--- src/rtl/bitnet_seq_pkg.sv ---
// Shared types and defaults for the layer propagation sequencer.
package bitnet_seq_pkg;

    typedef enum logic [2:0] {
        IDLE     = 3'd0,
        FWD      = 3'd1,
        FWD_WAIT = 3'd2,
        BWD      = 3'd3,
        BWD_WAIT = 3'd4,
        DONE     = 3'd5
    } seq_state_t;

    localparam int DEF_NUM_LAYERS    = 4;
    localparam int DEF_SETTLE_CYCLES = 1;
    localparam int DEF_OSC_HALF      = 1;
    localparam int DEF_CNT_W         = 16;

    // Index width that never collapses to zero bits for a single-entry range.
    function automatic int idx_w(input int n);
        return (n > 1) ? $clog2(n) : 1;
    endfunction

endpackage

--- src/rtl/osc_gen.sv ---
// Free-running square wave: toggles every OSC_HALF clocks, only reset stops it.
module osc_gen
    import bitnet_seq_pkg::*;
#(
    parameter int OSC_HALF = DEF_OSC_HALF
) (
    input  logic clk_in,
    input  logic rst_in,
    output logic osc_out
);

    localparam int CW = idx_w(OSC_HALF);
    localparam logic [CW-1:0] CNT_LAST = CW'(OSC_HALF - 1);

    logic [CW-1:0] r_cnt;
    logic          r_osc;

    always_ff @(posedge clk_in or posedge rst_in) begin
        if (rst_in) begin
            r_cnt <= '0;
            r_osc <= 1'b0;
        end else if (r_cnt == CNT_LAST) begin
            r_cnt <= '0;
            r_osc <= ~r_osc;
        end else begin
            r_cnt <= r_cnt + CW'(1);
        end
    end

    assign osc_out = r_osc;

endmodule

--- src/rtl/prop_sequencer.sv ---
// Steps fd_prop (0..N-1) then, for training samples, bk_prop (N-1..0) strobes.
// Optional statistics counters are built when PROP_SEQ_STATS_EN is defined.
// Handshake: a sample is taken on a clock edge where sample_valid_in and
// sample_ready_out are both high; ready is high exactly while the FSM is IDLE.
module prop_sequencer
    import bitnet_seq_pkg::*;
#(
    parameter int NUM_LAYERS    = DEF_NUM_LAYERS,
    parameter int SETTLE_CYCLES = DEF_SETTLE_CYCLES,
    parameter int OSC_HALF      = DEF_OSC_HALF,
    parameter int CNT_W         = DEF_CNT_W
) (
    input  logic                  clk_in,
    input  logic                  rst_in,
    input  logic                  sample_valid_in,
    input  logic                  train_in,
    input  logic                  abort_in,
    output logic                  sample_ready_out,
    output logic [NUM_LAYERS-1:0] fd_prop_out,
    output logic [NUM_LAYERS-1:0] bk_prop_out,
    output logic                  oscillator_out,
    output logic                  busy_out,
    output logic                  done_out,
    output logic [CNT_W-1:0]      sample_count_out,
    output logic [2:0]            dbg_state_out
`ifdef PROP_SEQ_STATS_EN
    ,
    output logic [31:0]           stat_busy_cycles_out,
    output logic [15:0]           stat_abort_count_out
`endif
);

    localparam int LAYER_IDX_W = idx_w(NUM_LAYERS);
    localparam int SETTLE_W    = idx_w(SETTLE_CYCLES);
    localparam logic [LAYER_IDX_W-1:0] IDX_LAST    = LAYER_IDX_W'(NUM_LAYERS - 1);
    localparam logic [SETTLE_W-1:0]    SETTLE_LAST =
        SETTLE_W'((SETTLE_CYCLES > 0) ? SETTLE_CYCLES - 1 : 0);

    seq_state_t            r_state, w_next_state;
    logic [LAYER_IDX_W-1:0] r_idx, w_next_idx;
    logic [SETTLE_W-1:0]    r_settle, w_next_settle;
    logic                   r_train, w_next_train;
    logic                   w_fwd_adv, w_bwd_adv, w_abort;
    logic [NUM_LAYERS-1:0]  w_onehot;

    logic [NUM_LAYERS-1:0]  r_fd, r_bk;
    logic                   r_done, r_busy, r_ready;
    logic [CNT_W-1:0]       r_count;

    assign w_abort  = abort_in && (r_state != IDLE);
    assign w_onehot = NUM_LAYERS'(1) << r_idx;

    always_comb begin
        w_next_state  = r_state;
        w_next_idx    = r_idx;
        w_next_settle = r_settle;
        w_next_train  = r_train;
        w_fwd_adv     = 1'b0;
        w_bwd_adv     = 1'b0;

        case (r_state)
            IDLE: begin
                if (sample_valid_in) begin
                    w_next_state = FWD;
                    w_next_idx   = '0;
                    w_next_train = train_in;
                end
            end
            FWD: begin
                if (SETTLE_CYCLES > 0) begin
                    w_next_state  = FWD_WAIT;
                    w_next_settle = '0;
                end else begin
                    w_fwd_adv = 1'b1;
                end
            end
            FWD_WAIT: begin
                if (r_settle == SETTLE_LAST) w_fwd_adv = 1'b1;
                else                         w_next_settle = r_settle + SETTLE_W'(1);
            end
            BWD: begin
                if (SETTLE_CYCLES > 0) begin
                    w_next_state  = BWD_WAIT;
                    w_next_settle = '0;
                end else begin
                    w_bwd_adv = 1'b1;
                end
            end
            BWD_WAIT: begin
                if (r_settle == SETTLE_LAST) w_bwd_adv = 1'b1;
                else                         w_next_settle = r_settle + SETTLE_W'(1);
            end
            DONE:    w_next_state = IDLE;
            default: w_next_state = IDLE;
        endcase

        // The backward pass starts on the last layer, so idx is left at N-1.
        if (w_fwd_adv) begin
            if (r_idx == IDX_LAST) begin
                w_next_state = r_train ? BWD : DONE;
            end else begin
                w_next_state = FWD;
                w_next_idx   = r_idx + LAYER_IDX_W'(1);
            end
        end

        if (w_bwd_adv) begin
            if (r_idx == '0) begin
                w_next_state = DONE;
            end else begin
                w_next_state = BWD;
                w_next_idx   = r_idx - LAYER_IDX_W'(1);
            end
        end

        if (w_abort) w_next_state = IDLE;
    end

    always_ff @(posedge clk_in or posedge rst_in) begin
        if (rst_in) begin
            r_state  <= IDLE;
            r_idx    <= '0;
            r_settle <= '0;
            r_train  <= 1'b0;
            r_fd     <= '0;
            r_bk     <= '0;
            r_done   <= 1'b0;
            r_busy   <= 1'b0;
            r_ready  <= 1'b1;
            r_count  <= '0;
        end else begin
            r_state  <= w_next_state;
            r_idx    <= w_next_idx;
            r_settle <= w_next_settle;
            r_train  <= w_next_train;
            // Strobes lag the state by one cycle; an abort squashes the pending one.
            r_fd     <= (r_state == FWD && !w_abort) ? w_onehot : '0;
            r_bk     <= (r_state == BWD && !w_abort) ? w_onehot : '0;
            r_done   <= (r_state == DONE) && !w_abort;
            r_busy   <= (w_next_state != IDLE);
            r_ready  <= (w_next_state == IDLE);
            if (r_state == DONE && !w_abort) r_count <= r_count + CNT_W'(1);
        end
    end

    assign fd_prop_out      = r_fd;
    assign bk_prop_out      = r_bk;
    assign done_out         = r_done;
    assign busy_out         = r_busy;
    assign sample_ready_out = r_ready;
    assign sample_count_out = r_count;
    assign dbg_state_out    = r_state;

    osc_gen #(
        .OSC_HALF (OSC_HALF)
    ) u_osc (
        .clk_in  (clk_in),
        .rst_in  (rst_in),
        .osc_out (oscillator_out)
    );

`ifdef PROP_SEQ_STATS_EN
    logic [31:0] r_stat_busy;
    logic [15:0] r_stat_abort;

    always_ff @(posedge clk_in or posedge rst_in) begin
        if (rst_in) begin
            r_stat_busy  <= '0;
            r_stat_abort <= '0;
        end else begin
            if (r_state != IDLE && r_stat_busy != '1) r_stat_busy <= r_stat_busy + 32'd1;
            if (w_abort && r_stat_abort != '1)        r_stat_abort <= r_stat_abort + 16'd1;
        end
    end

    assign stat_busy_cycles_out = r_stat_busy;
    assign stat_abort_count_out = r_stat_abort;
`endif

endmodule

--- config.mk ---
export PLATFORM = sky130hd
export DESIGN_NAME = prop_sequencer
export DESIGN_NICKNAME = d
export VERILOG_FILES = /design/src/rtl/bitnet_seq_pkg.sv /design/src/rtl/osc_gen.sv /design/src/rtl/prop_sequencer.sv
export SDC_FILE = /design/constraint.sdc
export NUM_CORES = 1
export LEC_CHECK = 0
export ABC_AREA = 1
export CAP_MARGIN = 20
export CORE_MARGIN = 2
export CORE_UTILIZATION = 54
export DETAILED_ROUTE_END_ITERATION = 8
export GPL_ROUTABILITY_DRIVEN = 0
export PLACE_DENSITY_LB_ADDON = 0.2
export SYNTH_ARGS = -nofsm -noshare
export SYNTH_HDL_FRONTEND = slang
export SYNTH_HIERARCHICAL = 1
export SYNTH_SLANG_ARGS = --single-unit
--- constraint.sdc ---
create_clock -name clk_in -period 2.91 [get_ports clk_in]
set_clock_uncertainty 0.15 [all_clocks]
set_input_delay 0.7275 -clock clk_in [delete_from_list [all_inputs] [get_ports clk_in]]
set_output_delay 0.7275 -clock clk_in [all_outputs]
set_load 0.02 [all_outputs]
Word level (Yosys, flattened, before mapping) --
Cells that the tools add are included.
Word-level totals: bits in registers 36, latch bits 0, RAM bits 0, bits in read-only memories 0, output and inout port bits 31, memories kept 0
Cells by class: add/subtract/negate cells 5, multiply operators 0, div/mod/pow operators 0, $lt $le $gt $ge 0, equal/unequal tests 6, shift-type cells 1, mux-type cells 22, bitwise gates (word level) 1, reduce and logical (&&, ||, !) cells 14
Operators with widths (count):
- $mux W3 | 7
- $add A16 B1 Y16 const B | 1
- $mux W2 | 6
- $pmux W3 S4 | 1
- $mux W4 | 2
- $eq A3 B2 Y1 const B | 2
- $eq A3 B3 Y1 const B | 2
- $logic_not A3 Y1 | 2
- $reduce_bool A3 Y1 | 2
- $mux W1 | 5
- $logic_and A1 B1 Y1 | 4
- $reduce_or A2 Y1 | 2
- $shl A1 B2 Y4 const A | 1
- $eq A3 B1 Y1 const B | 1
- $add A1 B1 Y1 const B | 2
- $add A2 B1 Y2 const B | 1
- $eq A2 B2 Y1 const B | 1
- $logic_not A2 Y1 | 1
- $pmux W1 S2 | 1
- $reduce_and A2 Y1 | 1
- $reduce_bool A2 Y1 | 1
- $sub A2 B1 Y2 const B | 1
- $logic_not A1 Y1 | 1
- $not A1 Y1 | 1

Depth between registers and ports, before layout --
Gate-level depths: netlist of the first run.
depth after elaboration 7, mapped depth 9

Hierarchy --
Netlist of the first run, hierarchy kept.
By module, submodules not included:
- prop_sequencer | instances 1, cells an instance 196, area an instance 1651.6 um2, seq. area each 827.0 um2
- osc_gen | instances 1, cells an instance 3, area an instance 32.5 um2, seq. area each 25.0 um2

Worst setup path after synthesis of the first run --
Ideal clock, no wire load.
kind in2reg, start point input port abort_in, end point register r_count[10] (netlist: sample_count_out[10]), setup time 0.131 ns, arrival time 1.388 ns, path slack 1.241 ns, stages on the path 6, buffers on the path 1, cell sequence nor2_4 -> nand3_2 -> buf_6 -> nor2_8 -> nand2_2 -> xnor2_2
Between the ends: longest elaborated chain between the ends 3
RTL lines:
- start, declared | line prop_sequencer.sv:17 | input logic abort_in,
- $logic_and A1 B1 Y1 | line prop_sequencer.sv:50 | assign w_abort = abort_in && (r_state != IDLE);
- $logic_not A1 Y1 | line prop_sequencer.sv:142 | if (r_state == DONE && !w_abort) r_count <= r_count + CNT_W'(1);
- $logic_and A1 B1 Y1 | line prop_sequencer.sv:142
- end signal, assigned | line prop_sequencer.sv:142
- end, declared | line prop_sequencer.sv:48 | logic [CNT_W-1:0] r_count;
No other way between the ends. A chain may end at the register's enable or synchronous reset.

Worst setup path after layout of the first run --
start point register r_state[2] (netlist: dbg_state_out[2]), end point output port dbg_state_out[2]
RTL lines:
- start, declared | line prop_sequencer.sv:39 | seq_state_t r_state, w_next_state;
- start signal, assigned | line prop_sequencer.sv:132 | r_state <= w_next_state;
- end, declared | line prop_sequencer.sv:25 | output logic [2:0] dbg_state_out
No word-level cell between the ends.

==> results.cfg, run 1 <==
[status]
status = finished, final reports clean

[final_layout]
seq_area_um2 = 852
antenna_cells = 0
area_delta_synth_final_pct = 29.6
nNetsFinal = 252
multi_input_area_um2 = 714
stdcell_area_um2 = 2180
nFillCells = 246
instances_no_fill = 275
drive_gt1_frac = 0.0826

[setup_path]
worstSetupStartpointType = flop
crit_family = buffers and inverters
path_depth = 1
cp.arrival_ns = 1.53
endpoint_kind = output port
rrSetupSlack_ns = 1.09
setup.worst_path.class = reg2out
crit_path_start = dbg_state_out[2]
cp_cell_sequence = clkdlybuf4s50_1
cp_max_fo = 8
critical_path_required_ns = 2.03
rr_endpoint = sample_count_out[9]
reg2reg_depth = 7
critPathCapture = dbg_state_out[2]
critPathSlowestCell = clkdlybuf4s50_1
crit_buf_inv = 1
crit_path_max_incr_delay_ns = 0.66
reg2reg_from = dbg_state_out[0]

[clocking]
clk_pin_slew_worst_paths_ns = 0.12
clk_path_buf_depth = 2
clk_latency_ns = 0.35
cts_tree = built
cts_resized = 0
cts_htree_levels = 2
ctsHoldBuffers = 0
postCtsSetupRepairBufs = 0
cts-root-buf = clkbuf_4
cts_buffers = 5
clkSinkCount = 34

[timing]
drv_slew = 0
worst_slew_pin_slew_ns = 0.416
clock.fmax_mhz = 416
worst_hold_slack_ns = 0.271
setup_viol = 0
finalSetupTns_ns = 0
max_slew_margin = 0.719
fin_crit_ns = 2.41
finalHoldViolations = 0
rsz0062_at_grt = false
fin_crit_sh = 0.827

[synth]
synth_compound_area_frac = 0.0275
synthAdderAreaFrac = 0.0446
synth.top_cells.by_count = nand2_1, dfrtp_1, nor2_1, inv_1, nand3_1
syn_area_um2 = 1680
ys_warn_count = 6
syn_area_per_cell_um2 = 8.46
yosysTopAreaCellShare = 0.490
postSynthCellCount = 199
synth_top_family_by_area = simple AND/OR/NAND/NOR gates
yosys.area_share.simple = 0.294
synth_area_leaders = dfrtp_1, nand2_1, nor2_1, inv_1, ha_1
synthArstFlopShare = 1.00
synthMuxAreaShare = 0.00669
yosysSeqAreaShare = 0.506
synth_top_cell_by_area = dfrtp_1
synth_fp_nets = 210
yosysMostFrequentCell = nand2_1
synth.distinct_cells = 25
synth-edff-count = 0
synth-xor-area-share = 0.0513
synthFlopType = dfrtp_1
ys_ff_latch = 34

[floorplan]
start_util = 0.561
io_pins = 36
rows = 20
die_w_um = 59.8
die_h_um = 59.8
dieArea_um2 = 3580
coreArea_um2 = 3000

[detailed_routing]
drcViolationCount = 0
first_pass_iters = 4
wl_per_cell_um = 11.6
final_antenna_net_count = 0
wl_um = 3190
routed_via_density = 5.05
drt_iter0_drc = 63
via_count = 1389

[global_route]
grt.total_usage = 0.208
grt_first_pass_wirelength_um = 5440
grt_max_degree = 34
antenna_found_initial = 0
grt_overflow_total = 0
grt_pass1_vias = 1220

[place]
port_buffers = 35
place_area_um2 = 2070
place_hpwl_um = 2430
dpl.cell_count = 267

[worst_hold_path]
min_path_type = reg2reg

[power]
vdd_drop_max_uv = 517
p_total_uw = 1610
p_per_area_nw_per_um2 = 739
leakagePower_uw = 0.00110

[flow_run]
cap_violations = 0
where the power goes:
part | switching (µW) | internal [µW] | total, µW
logic | 304 | 208 | 513
registers | 91.7 | 560 | 651
clock network | 158 | 291 | 449
total | 554 | 1060 | 1610
per-stage QoR:
| step | util | setup WS [ns] |
|---|---|---|
| floorplan | - | 1.24 |
| global placement | 0.690 | 0.478 |
| detailed placement | 0.690 | 0.395 |
| CTS | 0.727 | 0.500 |
| global route | 0.727 | 0.454 |
| finish | 0.727 | 0.504 |
flip-flops by register name, summed over array words and instances (netlist names):
| signal | cells |
|---|---|
| sample_ready_out | 1 |
| u_osc/osc_out | 1 |
| r_train | 1 |
| done_out | 1 |
| bk_prop_out | 4 |
| r_idx | 2 |
| fd_prop_out | 4 |
| busy_out | 1 |
| sample_count_out | 16 |
| dbg_state_out | 3 |
cells by family after synthesis:
kind of cell / count (synthesis)
xor gates and xnor gates: 9
DFF: 34
and+or+nand+nor: 111
buffers and inverters: 29
AOI/OAI and AO/OA: 9
adders and majority gates: 6
muxes: 1
cell type report:
class	instances	area share
sequential	34	0.390
multi-input combinational	136	0.327
timing repair buffer	36	0.164
inverter	28	0.0487
clock inverter	2	0.0275
clock buffer	6	0.0235
tap	33	0.0189
worst min path at each step:
stage             startpoint       endpoint  slack [ns]  cells past startpoint
2_1_floorplan         rst_in  u_osc/osc_out        0.31                      1
3_3_place_gp   u_osc/osc_out  u_osc/osc_out        0.26                      1
3_5_place_dp   u_osc/osc_out  u_osc/osc_out        0.26                      1
4_1_cts        u_osc/osc_out  u_osc/osc_out        0.28                      1
5_1_grt        u_osc/osc_out  u_osc/osc_out        0.31                      1
6_report       u_osc/osc_out  u_osc/osc_out        0.27                      1
routing by layer:
| layer | routed length (µm) | global-route usage | vias up |
|---|---|---|---|
| met5 | 0 | 0 | - |
| met4 | 35 | 0.0667 | 0 |
| met3 | 171 | 0.0628 | 5 |
| met2 | 1500 | 0.334 | 39 |
| met1 | 1490 | 0.268 | 645 |
| li1 | - | - | 700 |
cells in the final DEF, fill, tap and decap left out:
master	instances
a21oi_1	1
a31oi_1	1
buf_4	1
bufinv_16	2
clkbuf_4	5
clkbuf_8	1
clkdlybuf4s50_1	35
clkinv_2	1
dfrtp_1	33
dfstp_2	1
ha_1	6
inv_1	26
inv_2	1
mux2_2	1
nand2_1	57
nand2_2	1
nand3_1	12
nand3_2	1
nand3b_1	1
nand4_1	4
nor2_1	28
nor2_4	2
nor2_8	1
nor3_1	3
nor3_2	1
o21ai_0	7
xnor2_1	2
xnor2_2	1
xor2_1	6
Note: power is estimated with default switching activity, not from simulation.
==> run 2: changes to the inputs <==
- CORE_UTILIZATION: 54 -> 45
- clock period: 2.91 -> 2.2 ns (I/O delays scaled with it)
==> results.cfg, run 2 (same netlist as run 1, synthesis figures left out) <==
[clocking]
clk_path_buf_depth = 2
clkSinkCount = 34
clk_pin_slew_worst_paths_ns = 0.07
cts_tree = built
clk_latency_ns = 0.28
cts_htree_levels = 2
cts_buffers = 5
cts-root-buf = clkbuf_8
postCtsSetupRepairBufs = 0
cts_resized = 0
ctsHoldBuffers = 0

[place]
port_buffers = 35
place_hpwl_um = 2380

[detailed_routing]
final_antenna_net_count = 0
wl_um = 3120
via_count = 1390
drcViolationCount = 0
drt_iter0_drc = 73
wl_per_cell_um = 10.7
first_pass_iters = 7
routed_via_density = 4.76

[floorplan]
dieArea_um2 = 4250
io_pins = 36
rows = 22
die_h_um = 65.2
coreArea_um2 = 3630
die_w_um = 65.2
start_util = 0.463

[setup_path]
crit_path_max_incr_delay_ns = 0.65
crit_buf_inv = 1
setup.worst_path.class = reg2out
worstSetupStartpointType = flop
crit_family = buffers and inverters
cp_cell_sequence = clkdlybuf4s50_1
critPathSlowestCell = clkdlybuf4s50_1
critical_path_required_ns = 1.50
cp_max_fo = 8
cp.arrival_ns = 1.41
endpoint_kind = output port

[final_layout]
mostFrequentLayoutCell = nand2_1
largest_register_ffs = 16
nFillCells = 344
mostFrequentLayoutCells = nand2_1, clkdlybuf4s50_1, dfrtp_1
drive_gt1_frac = 0.0902
area_delta_synth_final_pct = 34.0
nNetsFinal = 254
antenna_cells = 0

[timing]
finalHoldViolations = 0
fin_crit_ns = 2.11
clock.fmax_mhz = 474
max_slew_margin = 0.742
drv_slew = 0
worst_slew_pin_slew_ns = 0.383
rsz0062_at_grt = false
fin_crit_sh = 0.959
finalSetupTns_ns = 0
setup_viol = 0

[flow_run]
cap_violations = 0

[global_route]
grt_overflow_total = 0
grt_pass1_vias = 1275
grt_first_pass_wirelength_um = 5620
grt_max_degree = 34
grt.total_usage = 0.169
antenna_found_initial = 0

[power]
leakagePower_uw = 0.00112
p_per_area_nw_per_um2 = 987
vdd_drop_max_uv = 693
p_total_uw = 2230

[worst_hold_path]
min_path_type = reg2reg

[status]
status = finished, final reports clean
-- run 2: cell count changes in the layout (fill, tap and decap cells not counted) --
| cell | delta |
|---|---|
| buf_12 | +1 |
| clkinv_4 | +1 |
| clkbuf_4 | -5 |
| buf_4 | +1 |
| clkbuf_8 | +4 |
-- run 2: per-layer routing --
layer	share of wire	wire, µm	vias to the layer above	global-route usage
met2	0.45	1390	44	0.253
li1	-	-	701	-
met5	0	0	-	0
met1	0.49	1540	642	0.243
met4	0.0077	24	0	0.0469
met3	0.054	167	3	0.0462
-- run 2: path summary, 6_finish.rpt --
check | from | to | slack, ns | cells after the start
worst max-delay path | dbg_state_out[2] | dbg_state_out[2] | 0.09 | 1
worst min register to register | u_osc/osc_out | u_osc/osc_out | 0.27 | 1
min in group asynchronous | rst_in | u_osc/osc_out | 0.28 | 2
worst max register to register | sample_count_out[0] | sample_count_out[10] | 0.53 | 7
worst min-delay path | u_osc/osc_out | u_osc/osc_out | 0.27 | 1
max in group asynchronous | rst_in | sample_ready_out | 1.17 | 3
-- run 2: cell type report --
class / instances / area (µm²) / area share
clock inverters: 3 / 68.8 / 0.0305
inverters: 28 / 106 / 0.0471
clock buffers: 5 / 68.8 / 0.0305
repair buffers: 38 / 385 / 0.171
flip-flops and latches: 34 / 852 / 0.378
multi-input cells: 136 / 714 / 0.317
well taps: 48 / 60.1 / 0.0266
-- run 2: through the flow --
stage | setup slack [ns] | cell area [µm²] | util | instances | hold WS, ns
after detailed placement | 0.104 | 2120 | 0.583 | 284 | 0.264
after floorplan | 0.544 | 1680 | - | 199 | 0.129
after CTS | 0.0809 | 2260 | 0.621 | 292 | 0.274
after global placement | 0.155 | 2120 | 0.583 | 284 | 0.257
final | 0.0909 | 2260 | 0.621 | 292 | 0.268
after global routing | 0.0190 | 2260 | 0.621 | 292 | 0.283
-- run 2: power breakdown --
| part | leakage (µW) | switching, µW | internal [µW] |
|---|---|---|---|
| combinational | 0.000607 | 399 | 282 |
| clock | 0.0000683 | 228 | 454 |
| sequential | 0.000444 | 122 | 742 |
